===== config.mk =====
export PLATFORM = sky130hd
export DESIGN_NAME = femto_bus_interconnect
export DESIGN_NICKNAME = d
export VERILOG_FILES = /design/src/rtl/femto_bus_interconnect.sv
export SDC_FILE = /design/constraint.sdc
export NUM_CORES = 1
export LEC_CHECK = 0
export BUFFER_PORTS_ARGS = -buffer_cell sky130_fd_sc_hd__buf_2
export CAP_MARGIN = 5
export CORE_AREA = 5 5 187 189
export CTS_CLUSTER_SIZE = 25
export DETAILED_ROUTE_END_ITERATION = 12
export DIE_AREA = 0 0 192 194
export PLACE_DENSITY = 0.7
export SYNTH_ARGS = -nofsm -noshare
export SYNTH_HDL_FRONTEND = slang
export SYNTH_SLANG_ARGS = --single-unit

===== constraint.sdc =====
create_clock -name clk -period 6 [get_ports clk]
set_clock_uncertainty 0.1 [all_clocks]
set_input_delay 0.6 -clock clk [delete_from_list [all_inputs] [get_ports clk]]
set_output_delay 0.6 -clock clk [all_outputs]
set_load 0.05 [all_outputs]

===== src/rtl/femto_bus_interconnect.sv =====
// Address decoder, strobe router and read mux between FemtoRV32 and NUM_SLAVES slaves.
// Holds the selected slot through busy stalls, bounds stalls with a timeout, keeps a sticky error record.
module femto_bus_interconnect #(
  parameter int unsigned NUM_SLAVES     = 8,
  parameter int unsigned DEC_BITS       = 16,
  parameter logic [NUM_SLAVES*DEC_BITS-1:0] BASE_MAP = {
    16'h8004, 16'h8003, 16'h8002, 16'h8001,
    16'h8000, 16'h0040, 16'h0001, 16'h0000
  },
  parameter int unsigned TIMEOUT_CYCLES = 255,
  parameter logic [31:0] ERR_DATA       = 32'hDEADBEEF
) (
  input  logic                     clk,
  input  logic                     rst,
  input  logic [31:0]              mem_addr,
  input  logic [31:0]              mem_wdata,
  input  logic [3:0]               mem_wmask,
  input  logic                     mem_rstrb,
  output logic [31:0]              mem_rdata,
  output logic                     mem_rbusy,
  output logic                     mem_wbusy,
  output logic [NUM_SLAVES-1:0]    s_sel,
  output logic                     s_rd,
  output logic                     s_wr,
  output logic [31:0]              s_addr,
  output logic [31:0]              s_wdata,
  output logic [3:0]               s_wmask,
  input  logic [NUM_SLAVES*32-1:0] s_rdata,
  input  logic [NUM_SLAVES-1:0]    s_rbusy,
  input  logic [NUM_SLAVES-1:0]    s_wbusy,
  output logic                     err_flag,
  output logic [1:0]               err_cause,
  output logic [31:0]              err_addr,
  input  logic                     err_clr
);

  localparam int unsigned SW = (NUM_SLAVES > 1) ? $clog2(NUM_SLAVES) : 1;

  typedef enum logic [1:0] {IDLE, RD_WAIT, WR_WAIT} state_t;

  state_t          state, state_n;
  logic [SW-1:0]   slot, slot_n, decoded;
  logic            mapped;
  logic [31:0]     cnt, cnt_n, cnt_inc;
  logic [31:0]     txn_addr, txn_addr_n;
  logic            wr_req;
  logic            err_set;
  logic [1:0]      err_code;
  logic [31:0]     err_at;

  assign s_addr  = mem_addr;
  assign s_wdata = mem_wdata;
  assign s_wmask = mem_wmask;
  assign wr_req  = |mem_wmask;
  assign cnt_inc = cnt + 32'd1;

  // Scan from the top down so the lowest matching slot is the one left standing.
  always_comb begin
    mapped  = 1'b0;
    decoded = '0;
    for (int unsigned i = NUM_SLAVES; i > 0; i--) begin
      if (mem_addr[31 -: DEC_BITS] == BASE_MAP[(i-1)*DEC_BITS +: DEC_BITS]) begin
        mapped  = 1'b1;
        decoded = SW'(i - 1);
      end
    end
  end

  always_comb begin
    state_n    = state;
    slot_n     = slot;
    cnt_n      = cnt;
    txn_addr_n = txn_addr;
    s_sel      = '0;
    s_rd       = 1'b0;
    s_wr       = 1'b0;
    mem_rdata  = '0;
    mem_rbusy  = 1'b0;
    mem_wbusy  = 1'b0;
    err_set    = 1'b0;
    err_code   = 2'b00;
    err_at     = mem_addr;
    case (state)
      IDLE: begin
        if (wr_req || mem_rstrb) begin
          if (wr_req && mem_rstrb) begin
            err_set  = 1'b1;
            err_code = 2'b11;
          end else if (!mapped) begin
            err_set  = 1'b1;
            err_code = 2'b01;
          end
          if (mapped) begin
            s_sel[decoded] = 1'b1;
            slot_n         = decoded;
            txn_addr_n     = mem_addr;
            if (wr_req) begin
              s_wr      = 1'b1;
              mem_wbusy = s_wbusy[decoded];
              if (s_wbusy[decoded]) begin
                state_n = WR_WAIT;
                cnt_n   = 32'd1;
              end
            end else begin
              s_rd      = 1'b1;
              mem_rbusy = s_rbusy[decoded];
              mem_rdata = s_rdata[32*int'(decoded) +: 32];
              if (s_rbusy[decoded]) begin
                state_n = RD_WAIT;
                cnt_n   = 32'd1;
              end
            end
          end
        end
      end
      RD_WAIT: begin
        s_sel[slot] = 1'b1;
        mem_rdata   = s_rdata[32*int'(slot) +: 32];
        mem_rbusy   = s_rbusy[slot];
        if (!s_rbusy[slot]) begin
          state_n = IDLE;
        end else begin
          cnt_n = cnt_inc;
          if (TIMEOUT_CYCLES != 0 && cnt_inc >= 32'(TIMEOUT_CYCLES)) begin
            mem_rbusy = 1'b0;
            mem_rdata = ERR_DATA;
            state_n   = IDLE;
            err_set   = 1'b1;
            err_code  = 2'b10;
            err_at    = txn_addr;
          end
        end
      end
      WR_WAIT: begin
        s_sel[slot] = 1'b1;
        mem_wbusy   = s_wbusy[slot];
        if (!s_wbusy[slot]) begin
          state_n = IDLE;
        end else begin
          cnt_n = cnt_inc;
          if (TIMEOUT_CYCLES != 0 && cnt_inc >= 32'(TIMEOUT_CYCLES)) begin
            mem_wbusy = 1'b0;
            state_n   = IDLE;
            err_set   = 1'b1;
            err_code  = 2'b10;
            err_at    = txn_addr;
          end
        end
      end
      default: state_n = IDLE;
    endcase
  end

  always_ff @(posedge clk) begin
    if (rst) begin
      state     <= IDLE;
      slot      <= '0;
      cnt       <= '0;
      txn_addr  <= '0;
      err_flag  <= 1'b0;
      err_cause <= 2'b00;
      err_addr  <= '0;
    end else begin
      state    <= state_n;
      slot     <= slot_n;
      cnt      <= cnt_n;
      txn_addr <= txn_addr_n;
      // A new error in the clearing cycle is captured rather than lost.
      if (err_set && (!err_flag || err_clr)) begin
        err_flag  <= 1'b1;
        err_cause <= err_code;
        err_addr  <= err_at;
      end else if (err_clr) begin
        err_flag  <= 1'b0;
        err_cause <= 2'b00;
      end
    end
  end

endmodule

* After elaboration in Yosys (flattened, before gate mapping)
Cells that the tools add are included.
Word-level totals: bits in read-only memories 0, memories 0, input port bits 344, bits in registers 104, RAM bits 0, word-level logic and storage cells 141, latch bits 0, output and inout bits 147
Operators by class: bitwise gates (word level) 0, $lt $le $gt $ge 5, div/mod/pow operators 0, equality and inequality tests 15, reduce and logical (&&, ||, !) cells 16, mux-type cells 95, shift operators 2, multipliers 0, add/sub/neg operators 1
Operator list (count):
- 256-bit by 9-bit indexed part select with 32-bit output | 2
- 32-bit 2-to-1 mux | 15
- 32-bit one-hot mux with 2 select lines | 2
- 32-bit one-hot mux with 3 select lines | 1
- 16-bit == test, second input constant | 5
- 1-bit 2-to-1 mux | 40
- 32-bit by 1-bit adder with 32-bit output, second input constant | 1
- 32-bit by 8-bit >= comparator with 1-bit output, second input constant | 1
- 2-bit 2-to-1 mux | 15
- 3-bit 2-to-1 mux | 8
- 16-bit by 1-bit == test with 1-bit output, second input constant | 1
- 16-bit by 7-bit == test with 1-bit output, second input constant | 1
- 16-bit zero test | 1
- 8-bit 2-to-1 mux | 2
- 8-bit one-hot mux with 2 select lines | 1
- 1-bit binary-select mux with 3-bit select | 4
- 2-bit one-hot mux with 3 select lines | 2
- 3-bit by 4-bit less-than comparator with 1-bit output, second input constant | 2
- 2-bit inequality test, second input constant | 4
- 7-bit AND reduction | 1
- 1-bit demux with 3-bit select | 2
- 3-bit by 1-bit >= comparator with 1-bit output, second input constant | 2
- 3-bit inequality test, second input constant | 2
- 1-bit logical AND | 4
- other kinds (13) | 15

* Depth between registers and ports, before layout
depth after elaboration 16, depth in mapped cells 13, gate-level depth less buffers 10

* Worst setup path after synthesis
Ideal clock, no wire load.
kind register to output, start register cnt[1], end output mem_wbusy, arrival 3.532 ns, setup slack 1.768 ns, stages on the path, launching flop included 9, buffers on the path 0, data required time 5.300 ns, path through dfxtp_1 -> ha_1 -> nand3_1 -> or3_1 -> or4_4 -> xnor2_2 -> a2111oi_2 -> nand4_2 -> o21ai_0
On the way: word-level cells in the longest chain between the ends 5
RTL lines:
- from (decl) | RTL line 44 | logic [31:0] cnt, cnt_n, cnt_inc;
- from (signal assigned) | RTL line 166 | cnt <= cnt_n;
- 32-bit by 1-bit adder with 32-bit output | RTL line 55 | assign cnt_inc = cnt + 32'd1;
- 32-bit by 8-bit >= comparator with 1-bit output | RTL line 141 | if (TIMEOUT_CYCLES != 0 && cnt_inc >= 32'(TIMEOUT_CYCLES)) begin
- 1-bit 2-to-1 mux | RTL line 141
- 1-bit 2-to-1 mux | RTL line 137 | if (!s_wbusy[slot]) begin
- 1-bit one-hot mux with 2 select lines | RTL line 83 | case (state)
- to (decl) | RTL line 21 | output logic mem_wbusy,
Every way passes these cells.

* Worst setup path in the final report
start register cnt[1], end output mem_rdata[21]
On the way: word-level cells in the longest chain between the ends 5
RTL lines:
- 32-bit by 1-bit adder with 32-bit output | RTL line 55
- 32-bit by 8-bit >= comparator with 1-bit output | RTL line 124 | if (TIMEOUT_CYCLES != 0 && cnt_inc >= 32'(TIMEOUT_CYCLES)) begin
- 32-bit 2-to-1 mux | RTL line 124
- 32-bit 2-to-1 mux | RTL line 120 | if (!s_rbusy[slot]) begin
- 32-bit one-hot mux with 2 select lines | RTL line 83
- to (decl) | RTL line 19 | output logic [31:0] mem_rdata,
Every way passes these cells.

==> results by stage <==
STA:
- The count of endpoints failing setup in the final report is 0.
- The worst pin sits at a relative slew slack of around a quarter.
- For this run, the top clock speed supported by timing is 201.1 MHz.
- The final count of hold timing violations is 0.
- The final critical path takes up 82.87% of the cycle.
- In the post-route analysis, the smallest setup slack over all paths is ~1000 ps.
- Setup repair after global routing left no endpoint under its margin.
- The final critical delay including setup and external delays is between 4000 and 5000 ps.
- The number of max-slew violations in the final report was 0.
- The transition time at the pin with the least slew margin is between 1000 and 1500 ps.
- The setup TNS after final layout is 0 ps.

Drt:
- The number of remaining DRC errors is 0.
- The count of nets left with antenna violations once routing finished came out at 0.
- Dividing the detail-routed wire length by the instance count gives 22.03 um.
- The pre-antenna-repair detailed-routing pass consisted of 7 iterations.
- The post-detailed-route via-to-cell ratio is approximately 6.
- The aggregate routed wire length is 45610 um.
- The starting DRC count in detailed routing is 1076.
- The final route contains 12250 vias.

Synthesis:
- The portion of synthesized area spent on multiplexers is 19.13%.
- The most used flip-flop cell after synthesis is dfxtp_1.
- After synthesis the netlist holds a flip-flop and latch count of 104.
- By count the netlist is led by 161 x nand2_1, 147 x nor2_1, 104 x dfxtp_1, 97 x clkbuf_1, 90 x o21ai_0.
- dfxtp_1 takes more of the synthesized area than any other cell.
- The synthesized netlist devotes less than 1% of its cell area to XOR and XNOR gates.
- The count of mapped cells out of synthesis is 1340.
- The sequential fraction of the synthesis area is 19.70%.
- The synthesized netlist devotes 24.17% of its cell area to compound gates.
- Yosys printed 0 warnings.
- The number of enable-type register cells in the synthesized netlist is 0.
- The dominant combinational cell family by area after synthesis is simple AND/OR/NAND/NOR gates.
- After synthesis, the mean cell area works out to 7.886 um2.
- When the netlist entered floorplanning its net count stood at roughly 1700.
- The share of synthesized cell area in full adder, half adder and majority cells is 0.8998%.
- In the post-synthesis netlist, the cell with the most instances is nand2_1.
- Yosys attributes the largest share of cell area to dfxtp_1 20%, mux4_2 14%, nand2_1 5.7%.
- The synthesized netlist devotes 24.71% of its cell area to simple gates.
- The netlist uses around 70 different library cells.
- The post-synthesis instance area is about 11000 um2.
- The proportion of register bits with asynchronous set or reset after synthesis is 0%.
- The synthesized design devotes to its leading area cell type between 15 and 20% of total area.

Worst hold path:
- The hold path depth is 2.
- The worst hold path startpoint is txn_addr[16]$_SDFFE_PP0P_.
- The path with the worst hold slack has its endpoint at txn_addr[16]$_SDFFE_PP0P_.
- The classification of the worst-slack hold path is flip-flop to flip-flop.

Clock tree:
- The buffer levels on the longest clock path is 2.
- At the later pin of the worst-skew pair, clock insertion delay measures approximately 350 ps.
- The setup fix buffers added after clock tree synthesis is 0.
- Buffers inserted during clock tree synthesis total 9.
- For this design, the CTS-stage hold fixing added 0 buffers.
- After clock tree synthesis, the clock-pin slew on the worst setup and hold paths is 70 ps.
- The post-cts resize count is 0.
- The CTS tree is built.
- The sink count of the clock tree is 104.
- The library cell used as clock root buffer is clkbuf_16.
- The H-tree generated during clock tree synthesis spans 3 levels.

Pwr:
- The ratio of total power to cell area is 138.4 nW/um2.
- The switching power summed over all nets is 0.5502 mW.
- The proportion of total power due to net switching is slightly above 30%.
- The internal portion of the total power is 1.218 mW.
- The share of power burned in registers is 40.5%.
- The static power due to leakage is 5.111 nW.
- The share of total power in the clock network is 34.4%.
- The power share of the combinational group is 25.1%.
- The maximum resistive drop on vdd is 0.0001264 V.

Floorplan:
- Measured along the y axis, the die boundary spans 194 um.
- For this design the top-level I/O count stands at 491.
- The core region is ~33000 um2.
- In this run the core area contains 67 standard-cell rows.
- The initial standard-cell utilization of the core is 31.91%.
- The total die area is 37250 um2.
- The floorplan die width is 192 um.

Setup path:
- The worst setup path is launched from a flip-flop.
- For flop-to-flop paths, the worst setup slack is 1740 ps.
- The required time at the endpoint of the critical path is about 5300 ps.
- The peak per-stage delay on the critical path is 450 ps.
- Along the worst path, the maximum fanout reaches 24.
- The worst flop-to-flop path startpoint is cnt[1]$_SDFFE_PP0P_.
- The type of element capturing the critical path is an output port.
- For the worst setup path, the data arrival time is roughly 4300 ps.
- Together, buffers and inverters on the worst path number 2.
- The count of cell instances traversed by the critical path is 12.
- Measured in cells, the most critical reg-to-reg path has a length of 10.
- Grouping stages by cell kind, the critical path spends the most delay in simple AND/OR/NAND/NOR gates.
- Walking the worst path, the cells encountered are ha_1 -> nand3_1 -> or3_1 -> or4_4 -> xnor2_2 -> a2111oi_2 -> nand4_2 -> nor2b_2 -> buf_4 -> o21ai_0 -> nand2_1 -> buf_2.
- The kind of critical path is flip-flop to output port.
- Among all stages on the critical path, the largest delay is contributed by or4_4.
- The worst flop-to-flop path endpoint is err_addr[16]$_SDFFE_PP0P_.

Placement:
- The congestion estimate from routability-driven global placement came to 0.9984.
- Port buffering added 426 buffers.
- The total placed instance area is 12440 um2.
- The worst slack at placement is 1471 ps.
- Detailed placement ended at an HPWL of 34620 um.
- The cell total after placement is 2042.

Final layout:
- The post-layout utilization of the core is 38.59%.
- The multi-input combinational cells in the finished layout cover a total of 7423 um2.
- Once layout is done, the placed cells without fillers occupy 12780 um2.
- The net count of the finished layout is 1955.
- Registers take 2091 um2.
- The share of post-route cells with drive strength above 1 is between 30% and 40%.
- The finished layout holds 2070 standard cells, fillers aside.
- The number of filler instances in the final layout is between 3000 and 4000.
- Relative to the synthesized area, the layout overhead comes to 20.92%.

Run:
- Across the run, the number of max-cap violations was 0.

Global routing:
- The busiest metal layer after global routing is met2.
- Global routing consumed, on the met1 layer, 27.63% of the routing resources.
- The number of global-route vias before repair is ~12000.
- The largest net degree at the start of global routing is between 90 and 100.
- For met3 alone, demand over resource in global routing was 6.752%.
- The residual overflow from global routing is 0.
- The wire length of the first global-routing pass is 69190 um.
- The number of antenna violations at the first check in global routing is 15.
- Global routing consumed, over all layers together, 23.23% of the routing resources.
- The met2 routing resource usage after global routing is 39.28%.

Status:
- The flow ran to the end, and the final reports show no timing, DRC or antenna violations.
[flip-flops by register name, summed over array words and instances, names as in the netlist]
name       count
cnt           32
err_addr      32
err_cause      2
err_flag       1
slot           3
state          2
txn_addr      32
[worst min-delay path: stages (launching register included)]
cell and delay [ps]:
dfxtp_1 310, nand2_1 50, a21oi_1 50
[per-stage QoR]
step | power, mW | hold WS (ps)
finish | 1.769 | 357.2
global route | 1.847 | 384.6
CTS | 1.786 | 358.4
detailed placement | 1.173 | 348.4
global placement | 1.168 | 342.5
floorplan | 1.048 | 336.1
[worst max path at each step]
stage                         from                   end  slack [ps]
3_5_place_dp   cnt[1]$_SDFFE_PP0P_         mem_rdata[21]        1470
2_1_floorplan  cnt[1]$_SDFFE_PP0P_             mem_wbusy        1770
6_report       cnt[1]$_SDFFE_PP0P_         mem_rdata[21]        1030
5_1_grt        cnt[1]$_SDFFE_PP0P_         mem_rdata[15]         670
4_1_cts        cnt[1]$_SDFFE_PP0P_         mem_rdata[21]        1080
3_3_place_gp          mem_addr[19]  cnt[11]$_SDFFE_PP0P_        1590
[final cells by class]
cell class                 instances  area share [%]
antenna                           12          0.2350
clock buffer                      11           1.900
clock inverter                     5          0.4896
inverter                          11          0.3231
multi-input combinational       1027           58.09
sequential                       104           16.36
tap                              448           4.387
timing repair buffer             452           18.21
[placed cells by master, fill, tap and decap left out, types with 13 or more instances in the layout]
master     count
nor2_1       145
nand3_1       48
buf_2        426
or4_1         16
and3_1        13
dfxtp_1      101
mux2_2        32
nor3_1        50
mux4_2        68
o21ai_0       90
o22ai_1       37
mux2i_1       13
a21oi_1       73
o221ai_1      32
o2111ai_1     23
nand2_1      161
a221oi_2      30
and2_1        25
buf_4         26
a31oi_1       19
or3_1         23
[power by group through the flow]
stage	clock network (mW)	registers [mW]	logic [mW]
floorplan	0	0.796	0.251
global placement	0	0.732	0.436
detailed placement	0	0.732	0.441
CTS	0.628	0.716	0.442
global route	0.657	0.718	0.471
finish	0.608	0.716	0.444
[logic make-up (layout without fill, tap and decap cells)]
logic type                 count (synthesis)  in the layout
muxes                                    113            113
AOI/OAI and AO/OA                        356            356
other                                      0             12
and+or+nand+nor                          540            540
adders and majority gates                  8              8
DFF                                      104            104
xor gates and xnor gates                  10             10
buffers and inverters                    209            479
[routing by layer]
layer  vias to the layer above  share of wire, %
met1                      5874                37
met3                       106                10
met5                         -              0.11
li1                       5556                 -
met2                       707                49
met4                         8               4.1
No activity file was read; power rests on OpenSTA's default activity.
